### config.mk
export PLATFORM = sky130hd
export DESIGN_NAME = frame_reader
export DESIGN_NICKNAME = d
export VERILOG_FILES = /design/src/rtl/frame_pkg.sv /design/src/rtl/frame_reader.sv
export SDC_FILE = /design/constraint.sdc
export NUM_CORES = 1
export LEC_CHECK = 0
export ABC_AREA = 1
export CORE_MARGIN = 8
export CORE_UTILIZATION = 56
export CTS_CLUSTER_DIAMETER = 100
export DETAILED_ROUTE_END_ITERATION = 16
export GPL_TIMING_DRIVEN = 0
export PLACE_DENSITY_LB_ADDON = 0.25
export SLEW_MARGIN = 20
export SYNTH_ARGS = -nofsm -noshare
export SYNTH_HDL_FRONTEND = slang
export SYNTH_SLANG_ARGS = --single-unit
### constraint.sdc
create_clock -name clk -period 3.64 [get_ports clk]
set_input_delay 0.728 -clock clk [delete_from_list [all_inputs] [get_ports clk]]
set_output_delay 0.728 -clock clk [all_outputs]
set_load 0.01 [all_outputs]
### src/rtl/frame_pkg.sv
// Shared definitions for the frame writer/reader pair: FSM encoding and JPEG marker bytes.
package frame_pkg;

  typedef enum logic [2:0] {
    ST_IDLE      = 3'd0,
    ST_REQ       = 3'd1,
    ST_WAIT_BUSY = 3'd2,
    ST_WAIT_DATA = 3'd3,
    ST_SEND_LO   = 3'd4,
    ST_SEND_HI   = 3'd5,
    ST_FINISH    = 3'd6
  } frame_state_t;

  localparam logic [7:0] MARK_FF  = 8'hFF;
  localparam logic [7:0] MARK_EOI = 8'hD9;

  // The end-of-image marker may end up in the low byte of the last word.
  function automatic logic eoi_in_low(input logic [15:0] w);
    return w[7:0] == MARK_EOI;
  endfunction

endpackage

### src/rtl/frame_reader.sv
// Reads a stored frame out of SRAM word by word and streams it as bytes, low byte first.
//
// state     | meaning
// ----------+-------------------------------------------------------------
// IDLE      | waiting for frame_end (must have been seen low since last FINISH)
// REQ       | waiting for SRAM idle, then pulse sram_start low
// WAIT_BUSY | waiting for SRAM to accept the request (ready drops)
// WAIT_DATA | waiting for read data (ready returns), captures the word
// SEND_LO   | presenting word[7:0]
// SEND_HI   | presenting word[15:8]
// FINISH    | one-cycle done / writer re-arm pulse
module frame_reader
  import frame_pkg::*;
#(
  parameter int TIMEOUT_CYCLES = 255
) (
  input  logic        clk,
  input  logic        reset,
  input  logic        frame_end,
  input  logic [15:0] stop_addr,
  input  logic        sram_ready,
  input  logic [15:0] sram_rdata,
  output logic [15:0] sram_addr,
  output logic        sram_rw,
  output logic        sram_start,
  output logic [7:0]  byte_data,
  output logic        byte_valid,
  input  logic        byte_ready,
  output logic        busy,
  output logic        done,
  output logic        error,
  output logic        writer_reset_n
);

  localparam int TW = (TIMEOUT_CYCLES < 2) ? 1 : $clog2(TIMEOUT_CYCLES);
  localparam logic [TW-1:0] TMO_LOAD = TW'(TIMEOUT_CYCLES - 1);

  frame_state_t state, state_nxt;

  logic [15:0]   addr_q;
  logic [15:0]   word_q;
  logic [7:0]    byte_q;
  logic [TW-1:0] tmo_q;
  logic          error_q;
  logic          armed_q;

  logic at_stop;
  logic last_lo;
  logic tmo_zero;
  logic timeout_evt;

  assign at_stop     = (addr_q == stop_addr);
  assign last_lo     = at_stop && eoi_in_low(word_q);
  assign tmo_zero    = (tmo_q == '0);
  assign timeout_evt = tmo_zero &&
                       (((state == ST_WAIT_BUSY) &&  sram_ready) ||
                        ((state == ST_WAIT_DATA) && !sram_ready));

  always_ff @(posedge clk or negedge reset) begin
    if (!reset) state <= ST_IDLE;
    else        state <= state_nxt;
  end

  always_comb begin
    state_nxt = state;
    unique case (state)
      ST_IDLE:      if (frame_end && armed_q) state_nxt = ST_REQ;
      ST_REQ:       if (sram_ready) state_nxt = ST_WAIT_BUSY;
      ST_WAIT_BUSY: begin
        if (!sram_ready)      state_nxt = ST_WAIT_DATA;
        else if (timeout_evt) state_nxt = ST_FINISH;
      end
      ST_WAIT_DATA: begin
        if (sram_ready)       state_nxt = ST_SEND_LO;
        else if (timeout_evt) state_nxt = ST_FINISH;
      end
      ST_SEND_LO:   if (byte_ready) state_nxt = last_lo ? ST_FINISH : ST_SEND_HI;
      ST_SEND_HI:   if (byte_ready) state_nxt = at_stop ? ST_FINISH : ST_REQ;
      ST_FINISH:    state_nxt = ST_IDLE;
      default:      state_nxt = ST_IDLE;
    endcase
  end

  always_comb begin
    sram_start     = 1'b1;
    byte_valid     = 1'b0;
    busy           = 1'b0;
    done           = 1'b0;
    writer_reset_n = 1'b1;
    unique case (state)
      ST_IDLE:      ;
      ST_REQ:       begin busy = 1'b1; sram_start = ~sram_ready; end
      ST_WAIT_BUSY: busy = 1'b1;
      ST_WAIT_DATA: busy = 1'b1;
      ST_SEND_LO:   begin busy = 1'b1; byte_valid = 1'b1; end
      ST_SEND_HI:   begin busy = 1'b1; byte_valid = 1'b1; end
      ST_FINISH:    begin done = 1'b1; writer_reset_n = 1'b0; end
      default:      ;
    endcase
  end

  // armed_q blocks a level that stayed high through FINISH from restarting a readout.
  always_ff @(posedge clk or negedge reset) begin
    if (!reset) begin
      addr_q  <= '0;
      word_q  <= '0;
      byte_q  <= '0;
      tmo_q   <= '0;
      error_q <= 1'b0;
      armed_q <= 1'b1;
    end else begin
      unique case (state)
        ST_IDLE: begin
          if (!frame_end) armed_q <= 1'b1;
          if (frame_end && armed_q) addr_q <= '0;
        end
        ST_REQ: tmo_q <= TMO_LOAD;
        ST_WAIT_BUSY, ST_WAIT_DATA: begin
          if (!tmo_zero)   tmo_q   <= tmo_q - TW'(1);
          if (timeout_evt) error_q <= 1'b1;
          if ((state == ST_WAIT_DATA) && sram_ready) begin
            word_q <= sram_rdata;
            byte_q <= sram_rdata[7:0];
          end
        end
        ST_SEND_LO: if (byte_ready && !last_lo) byte_q <= word_q[15:8];
        ST_SEND_HI: if (byte_ready && !at_stop) addr_q <= addr_q + 16'd1;
        ST_FINISH:  armed_q <= 1'b0;
        default:    ;
      endcase
    end
  end

  assign sram_addr = addr_q;
  assign sram_rw   = 1'b1;
  assign byte_data = byte_q;
  assign error     = error_q;

endmodule
==> Yosys cells after proc, flatten, opt, wreduce, memory -nomap -nowiden <==
Index checks and enable logic that the tools add are counted.
{ "totals": {"ff_bits": 53, "latch_bits": 0, "ramBits": 0, "romBits": 0, "inputBits": 37, "word_cells": 80, "mem_count": 0} }
{ "classes": {"n_addsub": 2, "multipliers": 0, "n_div": 0, "magnitude_cmp": 0, "n_eq_ne": 17, "shift": 0, "n_mux": 25, "bitwise_logic": 1, "n_reduce_logical": 28} }
{ "op_table": {"columns": ["cell", "n"], "rows": [
  ["16-bit two-way mux", 2],
  ["16-bit case mux with 2 select lines", 1],
  ["8-bit case mux with 2 select lines", 2],
  ["3-bit two-way mux", 8],
  ["8-bit two-way mux", 3],
  ["2-bit != test (second input constant)", 9],
  ["3-bit case mux with 6 select lines", 1],
  ["16-bit by 1-bit adder with 16-bit output (second input constant)", 1],
  ["16-bit == test", 1],
  ["3-bit == test (second input constant)", 3],
  ["8-bit == test (second input constant)", 1],
  ["1-bit logical AND", 8],
  ["8-bit logical NOT", 1],
  ["2-bit AND reduction", 4],
  ["2-bit nonzero test", 4],
  ["8-bit by 1-bit subtractor with 8-bit output (second input constant)", 1],
  ["3-bit by 2-bit == test with 1-bit output (second input constant)", 2],
  ["1-bit two-way mux", 6],
  ["3-bit AND reduction", 2],
  ["5-bit OR reduction", 1],
  ["4-bit AND reduction", 1],
  ["2-bit OR reduction", 2],
  ["3-bit by 1-bit == test with 1-bit output (second input constant)", 1],
  ["1-bit logical NOT", 3],
  ["5 further kinds", 5]
]} }

==> Longest topological paths before layout <==
Gate-level depths: netlist of the first run.
{ "depth": {"ltp_word": 7, "mapped_depth": 14, "depth_no_buf": 13} }

==> Least setup slack after synthesis of the first run <==
No wires, ideal clock.
{ "synth_timing": {"path_kind": "input-to-reg", "from": "input port stop_addr[14]", "to": "register addr_q[10] (netlist: sram_addr[10])", "setup_ns": 0.117, "arrival_time_ns": 1.651, "setup_slack_ns": 1.873, "cell_stages": 13, "path_buffers": 1, "path_cell_list": "nor2_1 -> nor2_1 -> nor2_1 -> nand2_1 -> nor2_2 -> nand2_2 -> nand2_2 -> nand2_4 -> nand2_8 -> inv_4 -> buf_6 -> nand2_1 -> nand2_1"} }
{ "synth_via": {"elab_chain_len": 5} }
{ "synth_rtl": {"columns": ["item", "line_no", "text"], "rows": [
  ["start, declared", "frame_reader.sv:20", "input logic [15:0] stop_addr,"],
  ["16-bit == test", "frame_reader.sv:52", "assign at_stop = (addr_q == stop_addr);"],
  ["1-bit logical NOT", "frame_reader.sv:127", "ST_SEND_HI: if (byte_ready && !at_stop) addr_q <= addr_q + 16'd1;"],
  ["1-bit logical AND", "frame_reader.sv:127", null],
  ["2-bit != test (no source line)", null, null],
  ["3-bit AND reduction (no source line)", null, null],
  ["end signal, assigned", "frame_reader.sv:127", null],
  ["end, declared", "frame_reader.sv:40", "logic [15:0] addr_q;"]
]} }
No other way between the ends.
A chain may end at the register's enable or synchronous reset.

==> Worst setup path after layout of the first run <==
{ "layout_timing": {"from": "input port sram_ready", "to": "output port sram_start"} }
{ "layout_via": {"elab_chain_len": 2} }
{ "layout_rtl": {"columns": ["item", "line_no", "text"], "rows": [
  ["start, declared", "frame_reader.sv:21", "input logic sram_ready,"],
  ["1-bit NOT", "frame_reader.sv:92", "ST_REQ: begin busy = 1'b1; sram_start = ~sram_ready; end"],
  ["1-bit two-way mux", "frame_reader.sv:90", "unique case (state)"],
  ["end, declared", "frame_reader.sv:25", "output logic sram_start,"]
]} }
No other way between the ends.

==> impl_metrics.json, run 1 <==
{
  "outcome": "finished clean",
  "drt-initial-drc-count": 135,
  "io_pins": 68,
  "via_per_inst": 5.17,
  "switching_power_uw": 956,
  "crit_path_end_kind": "output pin",
  "drv_slew": 0,
  "yosysWarnings": 0,
  "crit_required_ns": 2.91,
  "max_cap_violations": 0,
  "routabilityCongestion": 0.920,
  "grt_first_pass_wirelength_mm": 14.1,
  "ff2ff_path_depth": 10,
  "drt_pre_antenna_iters": 5,
  "async_flop_share": 1.00,
  "clkPwrFrac": 0.172,
  "core-area_mm2": 0.00554,
  "drt_wl_total_mm": 8.30,
  "start_util": 0.586,
  "crit_path_end": "sram_start",
  "die_area_mm2": 0.00849,
  "syn-num-nets": 512,
  "reg2reg_from": "state[2]$_DFFE_PN0P_",
  "hold_buffers": 0,
  "synth_edf_count": 0,
  "synth_seq_cells": 53,
  "seqPwrFrac": 0.376,
  "cts_buffers": 5,
  "slew_headroom": 0.548,
  "ir_drop_v": 0.000499,
  "final.setup.tns_ns": 0,
  "post_cts_resized": 0,
  "crit_arrival_ns": 1.86,
  "rrSetupSlack_ns": 1.70,
  "rows": 27,
  "drcViolationCount": 0,
  "wl_per_cell_um": 13.5,
  "p_sw_frac": 0.407,
  "routed-via-count": 3186,
  "grt_util_all_layers": 0.197,
  "grt_overflow": 0,
  "clk_path_buf_depth": 2,
  "postRouteAntennaNets": 0,
  "grt_pass1_vias": 3381,
  "antenna_found_initial": 0,
  "worstSkewPairLatency_ns": 0.31,
  "synth_area_mm2": 0.00325,
  "fin_crit_ns": 2.59,
  "path_clk_slew_ns": 0.10,
  "fmax_mhz": 386,
  "p_per_area_mw_per_mm2": 572,
  "r2r-end": "tmo_q[7]$_DFFE_PN0P_",
  "cts-htree-levels": 2,
  "fin_ws_ns": 1.05,
  "finalHoldViolCount": 0,
  "skew_ns": 0.00991,
  "drive_above_1_share": 0.0790,
  "crit_type": "in2out",
  "area_growth_pct": 26.5,
  "internal-power_uw": 1390,
  "final_util": 0.741,
  "fin_crit_sh": 0.711,
  "fp.dieW_um": 92.2,
  "comb_power_share": 0.453,
  "cts_setup_buffers": 0,
  "cts.sinks": 53,
  "n_antenna_cell": 0,
  "p_leak_uw": 0.00207,
  "clockRootBuffer": "clkbuf_8",
  "tritoncts": "yes",
  "grt_start_max_net_pins": 54,
  "worstSetupStartpointType": "primary input",
  "synth_flop_cell": "dfrtp_1",
  "startpoint": "sram_ready",
  "power_uw": 2350,
  "syn_avg_cell_area_um2": 6.91,
  "hold_ws_ns": 0.449,
  "nets": 585,
  "dp_hpwl_mm": 6.30,
  "tightest_slew_ns": 0.678,
  "fp.dieH_um": 92.2,
  "synthCells": 470,
  "finalSetupViolations": 0,
  "grt_setup_unrepaired": "no",
  "io_buffers": 66,
  "yosys.cell_types.count": 35,
  "cp_max_fo": 4,
  "place_ws_ns": 1.06,
  "hp-class": "in2async",
  "ys_seq_area_frac": 0.409
}
## synth_stat cells, types with 3 or more instances
cell | n | share of area
nand2_1 | 192 | 0.22
dfrtp_1 | 52 | 0.40
nor2_1 | 48 | 0.055
o21ai_0 | 18 | 0.028
nand2_2 | 4 | 0.0077
o21ai_1 | 4 | 0.0062
nand3_1 | 21 | 0.032
inv_1 | 54 | 0.062
inv_2 | 8 | 0.0092
nor3_1 | 8 | 0.012
xor2_1 | 13 | 0.035
ha_1 | 5 | 0.019
nand2_4 | 3 | 0.010
nor2_2 | 5 | 0.0096
nand4_1 | 8 | 0.015
buf_2 | 3 | 0.0046
## flip-flops by register name, indices dropped and copies added, names as in the netlist
name and flops:
byte_data 8, state 3, tmo_q 8, error 1, sram_addr 16, armed_q 1, word_q 16
## cell families after synthesis
kind of cell,share of synthesized area
other,0.00115
buffers and inverters,0.0898
DFF,0.409
AOI/OAI and AO/OA,0.0589
xor gates and xnor gates,0.0351
and+or+nand+nor,0.387
adders and majority gates,0.0193
## final cells by class
type,count,area (µm²)
clock inverters,2,38.8
inverters,63,239
repair buffers,66,658
flip-flops and latches,53,1330
multi-input cells,346,1630
well taps,72,90.1
fillers,469,1430
clock buffers,6,72.6
plain buffers,8,52.6
## metrics by stage
stage          std cells  cell area (µm²)
2_1_floorplan        470             3250
3_3_place_gp         608             4000
3_5_place_dp         608             4000
4_1_cts              616             4110
5_1_grt              616             4110
6_report             616             4110
## critical path: stages
cell and delay, ns:
clkdlybuf4s50_1 0.47, nand2_1 0.12, clkdlybuf4s50_1 0.54
## power by group through the flow
stage	combinational (µW)	sequential, µW	clock, µW
finish	1060	883	403
global route	1190	898	431
CTS	1070	880	416
detailed placement	1060	891	0
global placement	1020	884	0
floorplan	689	887	0
## how the worst min path moves through the flow
stage	startpoint	end	slack [ns]	cells after the start
floorplan	reset	byte_data[0]$_DFFE_PN0P_	0.43	0
global placement	word_q[10]$_DFFE_PN0P_	word_q[10]$_DFFE_PN0P_	0.45	2
detailed placement	byte_data[5]$_DFFE_PN0P_	byte_data[5]$_DFFE_PN0P_	0.46	2
CTS	reset	sram_addr[11]$_DFFE_PN0P_	0.47	1
global route	reset	sram_addr[12]$_DFFE_PN0P_	0.50	1
finish	reset	sram_addr[15]$_DFFE_PN0P_	0.45	1
## metal layers
| layer | vias to the layer above | part of all wire | GRT usage | routed length [µm] |
|---|---|---|---|---|
| met4 | 0 | 0.0058 | 0.0550 | 48 |
| met3 | 4 | 0.057 | 0.0456 | 476 |
| met5 | - | 0 | 0 | 0 |
| li1 | 1581 | - | - | - |
| met2 | 99 | 0.52 | 0.374 | 4330 |
| met1 | 1502 | 0.42 | 0.210 | 3450 |
## cell usage in the layout (no fill, tap or decap), types with 2 or more instances in the layout
cell             netlist  routed
o21ai_0               18      18
a21oi_1                2       2
nor2_2                 5       5
buf_6                  2       2
xor2_1                13      13
nand4_1                8       8
clkdlybuf4s50_1        0      65
clkbuf_8               0       5
o21ai_1                4       4
inv_1                 54      54
ha_1                   5       5
clkbuf_1               2       3
inv_2                  8       8
buf_2                  3       3
o211ai_1               2       2
nand2_4                3       3
dfrtp_1               52      52
nand2_1              192     192
nor2_1                48      48
nor3_1                 8       8
nand3_1               21      21
buf_4                  1       2
nand2_2                4       4
nand3_2                2       2
No activity file was read; power rests on OpenSTA's default activity.
==> run 2, diff against run 1 <==
- CORE_UTILIZATION: 56 -> 52
- clock period: 3.64 -> 2.5 ns (I/O delays scaled with it)
==> run 2 against run 1 <==
Compared with the run above:
- cell count up 0.49%
- combinational power increased by 46%
- clock skew increased by 0.0028 ns
- register-to-register slack got worse by 1.1 ns
- clock-buffer cell count did not move
- clock power up 52%
- first-iteration DRC count is 11% lower
- total power grew 46%
- setup slack worse by 0.81 ns
- critical path type is now reg2out
- largest cell class unchanged
- largest power group unchanged
==> impl_metrics.json, run 2 (synthesized netlist as in run 1, its figures left out) <==
{
  "finalNonFillerCells": 619,
  "layout_common_cells": "nand2_1, clkdlybuf4s50_1, inv_1",
  "final.setup.tns_ns": 0,
  "die_area_mm2": 0.00903,
  "seqPwrFrac": 0.372,
  "place_area_mm2": 0.00400,
  "routed-via-count": 3118,
  "clk_path_buf_depth": 2,
  "drv_slew": 0,
  "path_clk_slew_ns": 0.10,
  "comb_power_share": 0.450,
  "fin_crit_ns": 2.25,
  "crit_path_end_kind": "output pin",
  "slew_headroom": 0.542,
  "drcViolationCount": 0,
  "cts_buffers": 5,
  "p_per_area_mw_per_mm2": 835,
  "grt_util_all_layers": 0.187,
  "hp-class": "in2async",
  "fmax_mhz": 444,
  "max_stage_delay_ns": 0.54,
  "crit_required_ns": 2.00,
  "post_cts_resized": 0,
  "p_sw_frac": 0.403,
  "worstSetupStartpointType": "flip-flop",
  "power_uw": 3440,
  "worst-path-buf-inv": 2,
  "clkPwrFrac": 0.179,
  "dp_hpwl_mm": 6.16,
  "antenna_found_initial": 0,
  "outcome": "finished clean",
  "cts-htree-levels": 2,
  "fp.dieH_um": 95.0,
  "rrSetupSlack_ns": 0.59,
  "grt_start_max_net_pins": 54,
  "r2r-end": "tmo_q[7]$_DFFE_PN0P_",
  "skew_ns": 0.0127,
  "nets": 585,
  "fin_crit_sh": 0.901,
  "grt_first_pass_wirelength_mm": 13.7,
  "ff2ff_path_depth": 10,
  "drt_pre_antenna_iters": 7,
  "finalSetupViolations": 0,
  "io_pins": 68,
  "cp_max_fo": 5,
  "tightest_slew_ns": 0.686,
  "rows": 28,
  "switching_power_uw": 1390,
  "via_per_inst": 5.04,
  "reg2reg_from": "state[2]$_DFFE_PN0P_",
  "placed_cells": 611,
  "hold_ws_ns": 0.213,
  "n_antenna_cell": 0,
  "cts_setup_buffers": 0,
  "ir_drop_v": 0.000646,
  "critical_path_depth": 4,
  "worstSkewPairLatency_ns": 0.31,
  "postRouteAntennaNets": 0,
  "crit_type": "reg2out",
  "hold_buffers": 0,
  "max_cap_violations": 0,
  "wl_per_cell_um": 12.9,
  "routabilityCongestion": 0.871,
  "grt_pass1_vias": 3123,
  "finalHoldViolCount": 0,
  "drive_above_1_share": 0.0809,
  "crit_path_end": "busy",
  "grt_setup_unrepaired": "no",
  "p_leak_uw": 0.00207,
  "core-area_mm2": 0.00599,
  "tritoncts": "yes",
  "crit_slowest_cell": "clkdlybuf4s50_1",
  "drt-initial-drc-count": 120,
  "drt_wl_total_mm": 8.01,
  "fp.dieW_um": 95.0,
  "area_growth_pct": 26.8,
  "clockRootBuffer": "clkbuf_8",
  "crit_arrival_ns": 1.75,
  "post-route-cell-area_mm2": 0.00412,
  "grt_overflow": 0,
  "internal-power_uw": 2050,
  "startpoint": "state[1]$_DFFE_PN0P_",
  "io_buffers": 66,
  "start_util": 0.542,
  "final_common_cell": "nand2_1",
  "cts.sinks": 53,
  "critical-path-top-delay-family": "buffers and inverters",
  "path_cells": "inv_1, ha_1, nand2_1, clkdlybuf4s50_1"
}
## run 2: changes by cell type in the layout (fill, tap and decap cells not counted), sizes merged
cell	previous run	this run
clkinv	1	0
clkinvlp	0	1
## run 2: worst register-to-register path, stage by stage, from the launching register on
cell and delay, ns:
dfrtp_1 0.50, inv_2 0.11, ha_1 0.23, nor2_2 0.22
inv_2 0.10, nand2_2 0.12, nand3_2 0.08, nor2_2 0.14
nand2_1 0.11, o21ai_1 0.13, nand2_1 0.07
## run 2: area by class of cell
cell class	count	area, µm²
Sequential cell	53	1330
Buffer	8	52.6
Timing Repair Buffer	66	658
Clock buffer	6	82.6
Tap cell	75	93.8
Inverter	63	239
Multi-Input combinational cell	346	1630
Fill cell	534	1870
Clock inverter	2	37.5
## run 2: stage by stage
step / setup slack (ns) / utilization
after CTS: 0.230 / 0.688
after detailed placement: 0.193 / 0.668
after floorplan: 0.872 / -
after global placement: -0.692 / 0.668
final: 0.247 / 0.688
after global routing: 0.169 / 0.688
## run 2: worst min path at each step
stage                                start                   endpoint  slack [ns]
floorplan                            reset   byte_data[0]$_DFFE_PN0P_        0.20
global placement     word_q[8]$_DFFE_PN0P_      word_q[8]$_DFFE_PN0P_        0.45
detailed placement  word_q[10]$_DFFE_PN0P_     word_q[10]$_DFFE_PN0P_        0.46
CTS                                  reset   sram_addr[4]$_DFFE_PN0P_        0.25
global route                         reset   sram_addr[4]$_DFFE_PN0P_        0.27
finish                               reset  sram_addr[15]$_DFFE_PN0P_        0.21
## run 2: routing by layer
metal | global-route usage | vias to the layer above | part of all wire
li1 | - | 1585 | -
met1 | 0.216 | 1453 | 0.43
met2 | 0.344 | 73 | 0.51
met3 | 0.0425 | 7 | 0.058
met4 | 0.0403 | 0 | 0.0072
met5 | 0 | - | 0
## run 2: power by group through the flow
stage | Clock [µW] | Sequential [µW] | Combinational, µW
after global placement | 0 | 1280 | 1500
after CTS | 624 | 1280 | 1560
after detailed placement | 0 | 1290 | 1550
after global routing | 661 | 1310 | 1760
after floorplan | 0 | 1290 | 1000
final | 614 | 1280 | 1550
==> run 3, diff against run 2 <==
- ABC_AREA: 1 -> default
- CORE_UTILIZATION: 52 -> 50
==> run 3 against run 2 <==
Compared with the run above:
- setup slack got worse by 0.16 ns
- register-to-register slack got worse by 0.35 ns
- synthesized cell count fell by 39%
- first-iteration DRC count fell by 33%
- global-route usage fell by 1.8 points
- design area fell by 6.7%
- fmax fell by 6.5%
- sequential share of layout area rose by 2.4 points
- sequential power barely moved
- die area fell by 3.6%
- clock power fell by 19%
- critical endpoint is now done
- largest cell class unchanged
- largest power group unchanged
==> impl_metrics.json, run 3 <==
{
  "grt_setup_unrepaired": "no",
  "multi_input_area_mm2": 0.00155,
  "max_cap_violations": 0,
  "finalNonFillerCells": 433,
  "nets": 399,
  "skew_ns": 0.0104,
  "cts-htree-levels": 2,
  "grt_start_max_net_pins": 54,
  "fin_crit_ns": 2.41,
  "fp.dieH_um": 93.3,
  "postRouteAntennaNets": 0,
  "tightest_slew_ns": 0.661,
  "hp-class": "in2async",
  "synth.largest_area_cell": "dfrtp_1",
  "start_util": 0.510,
  "wl_met2_mm": 3.65,
  "drt_wl_total_mm": 7.29,
  "routabilityCongestion": 0.885,
  "clk_path_buf_depth": 2,
  "layout_common_cells": "clkdlybuf4s50_1, dfrtp_1, mux2_2",
  "drive_above_1_share": 0.173,
  "reg2reg_from": "sram_addr[6]$_DFFE_PN0P_",
  "crit_path_end_kind": "output pin",
  "synth_edf_count": 0,
  "synth_seq_cells": 53,
  "hold_buffers": 0,
  "p_per_area_mw_per_mm2": 840,
  "wl_per_cell_um": 16.8,
  "synth_top_cell_area_share": 0.436,
  "yosysWarnings": 0,
  "fmax_mhz": 415,
  "async_flop_share": 1.00,
  "cts.sinks": 53,
  "crit_required_ns": 2.00,
  "synth_common_cells": "dfrtp_1, mux2_2, nand2_1",
  "ys_seq_area_frac": 0.444,
  "clockRootBuffer": "clkbuf_8",
  "synth_flop_cell": "dfrtp_1",
  "place_ws_ns": -0.231,
  "path_clk_slew_ns": 0.10,
  "rows": 28,
  "outcome": "finished clean",
  "crit_type": "reg2out",
  "dp_hpwl_mm": 5.46,
  "hold_ws_ns": 0.211,
  "grt_pass1_vias": 2448,
  "cts_buffers": 5,
  "syn_avg_cell_area_um2": 10.5,
  "fin_crit_sh": 0.965,
  "fp.dieW_um": 93.3,
  "p_leak_uw": 0.00159,
  "drt-initial-drc-count": 80,
  "worstSkewPairLatency_ns": 0.31,
  "finalHoldViolCount": 0,
  "routed-via-count": 2481,
  "drv_slew": 0,
  "seqCellArea_mm2": 0.00133,
  "io_buffers": 66,
  "grt_overflow": 0,
  "final_common_cell": "clkdlybuf4s50_1",
  "wl_met1_mm": 3.11,
  "drcViolationCount": 0,
  "worstSetupStartpointType": "flip-flop",
  "startpoint": "state[1]$_DFFE_PN0P_",
  "grt_first_pass_wirelength_mm": 11.9,
  "power_uw": 3230,
  "placed_cells": 426,
  "ir_drop_v": 0.000552,
  "synth_area_mm2": 0.00299,
  "fin_ws_ns": 0.0886,
  "syn-num-nets": 327,
  "tritoncts": "yes",
  "wl_met3_um": 405,
  "synthCells": 285,
  "io_pins": 68,
  "crit_arrival_ns": 1.91,
  "drt_pre_antenna_iters": 4,
  "area_growth_pct": 28.7,
  "finalSetupViolations": 0,
  "antenna_found_initial": 0,
  "yosysMostFrequentCell": "dfrtp_1",
  "core-area_mm2": 0.00585,
  "die_area_mm2": 0.00870,
  "slew_headroom": 0.560,
  "yosys.cell_types.count": 53,
  "synthTopCellsByArea": "dfrtp_1, mux2_2, xor2_1",
  "n_antenna_cell": 0,
  "cp_max_fo": 9,
  "filler_cell_count": 463,
  "maxUsedRoutingLayer": "met4",
  "grt_util_all_layers": 0.169,
  "rrSetupSlack_ns": 0.24,
  "via_per_inst": 5.73
}
[run 3: layout make-up]
cell class              instances  area share
multi-input cells             208       0.402
inverters                       8     0.00782
flip-flops and latches         53       0.346
well taps                      75      0.0244
plain buffers                  14      0.0215
clock buffers                   5      0.0179
clock inverters                 3     0.00586
repair buffers                 67       0.174
[run 3: worst max-delay path: stages (launching register included)]
cell	delay, ns
dfrtp_2	0.46
inv_1	0.14
or3_1	0.41
inv_1	0.06
clkdlybuf4s50_1	0.52
[run 3: routing by layer]
layer | up-vias | global-route usage
li1 | 1200 | -
met5 | - | 0
met3 | 14 | 0.0401
met1 | 1197 | 0.201
met2 | 70 | 0.291
met4 | 0 | 0.0591
[run 3: path summary, 6_finish.rpt]
path | end | depth (start not counted)
worst max-delay path | done | 4
worst min register to register | error$_DFFE_PN0P_ | 1
worst max register to register | byte_data[5]$_DFFE_PN0P_ | 7
max in group asynchronous | state[2]$_DFFE_PN0P_ | 1
worst min-delay path | sram_addr[7]$_DFFE_PN0P_ | 1
min in group clk | error$_DFFE_PN0P_ | 1
[run 3: per-stage QoR]
| stage | instance area (µm²) | TNS (ns) | utilization |
|---|---|---|---|
| floorplan | 2990 | 0 | - |
| global placement | 3740 | -37.46 | 0.639 |
| detailed placement | 3740 | -2.40 | 0.639 |
| CTS | 3830 | 0 | 0.654 |
| global route | 3840 | 0 | 0.657 |
| finish | 3840 | 0 | 0.657 |
[run 3: cells by family after synthesis]
kind of cell,count (synthesis),synth area share
compound gates,45,0.106
xor+xnor,22,0.0645
fa+ha+maj,6,0.0243
buf+inv,24,0.0394
flops,53,0.444
mux,36,0.134
other cells,1,0.00126
simple gates,98,0.186
[run 3: what timing repair did]
item                                    4_1_cts  5_1_grt
hold endpoints to repair                      0        0
pin swaps                                     0        0
endpoints found under the setup margin        5        9
gates resized for setup                       2        7
buffers inserted                              0        1
[run 3: power by group]
group	internal (µW)	switching, µW	total, µW	leakage (µW)
Combinational	739	682	1420	0.000896
Sequential	1130	177	1310	0.000646
Clock	200	297	496	0.0000481
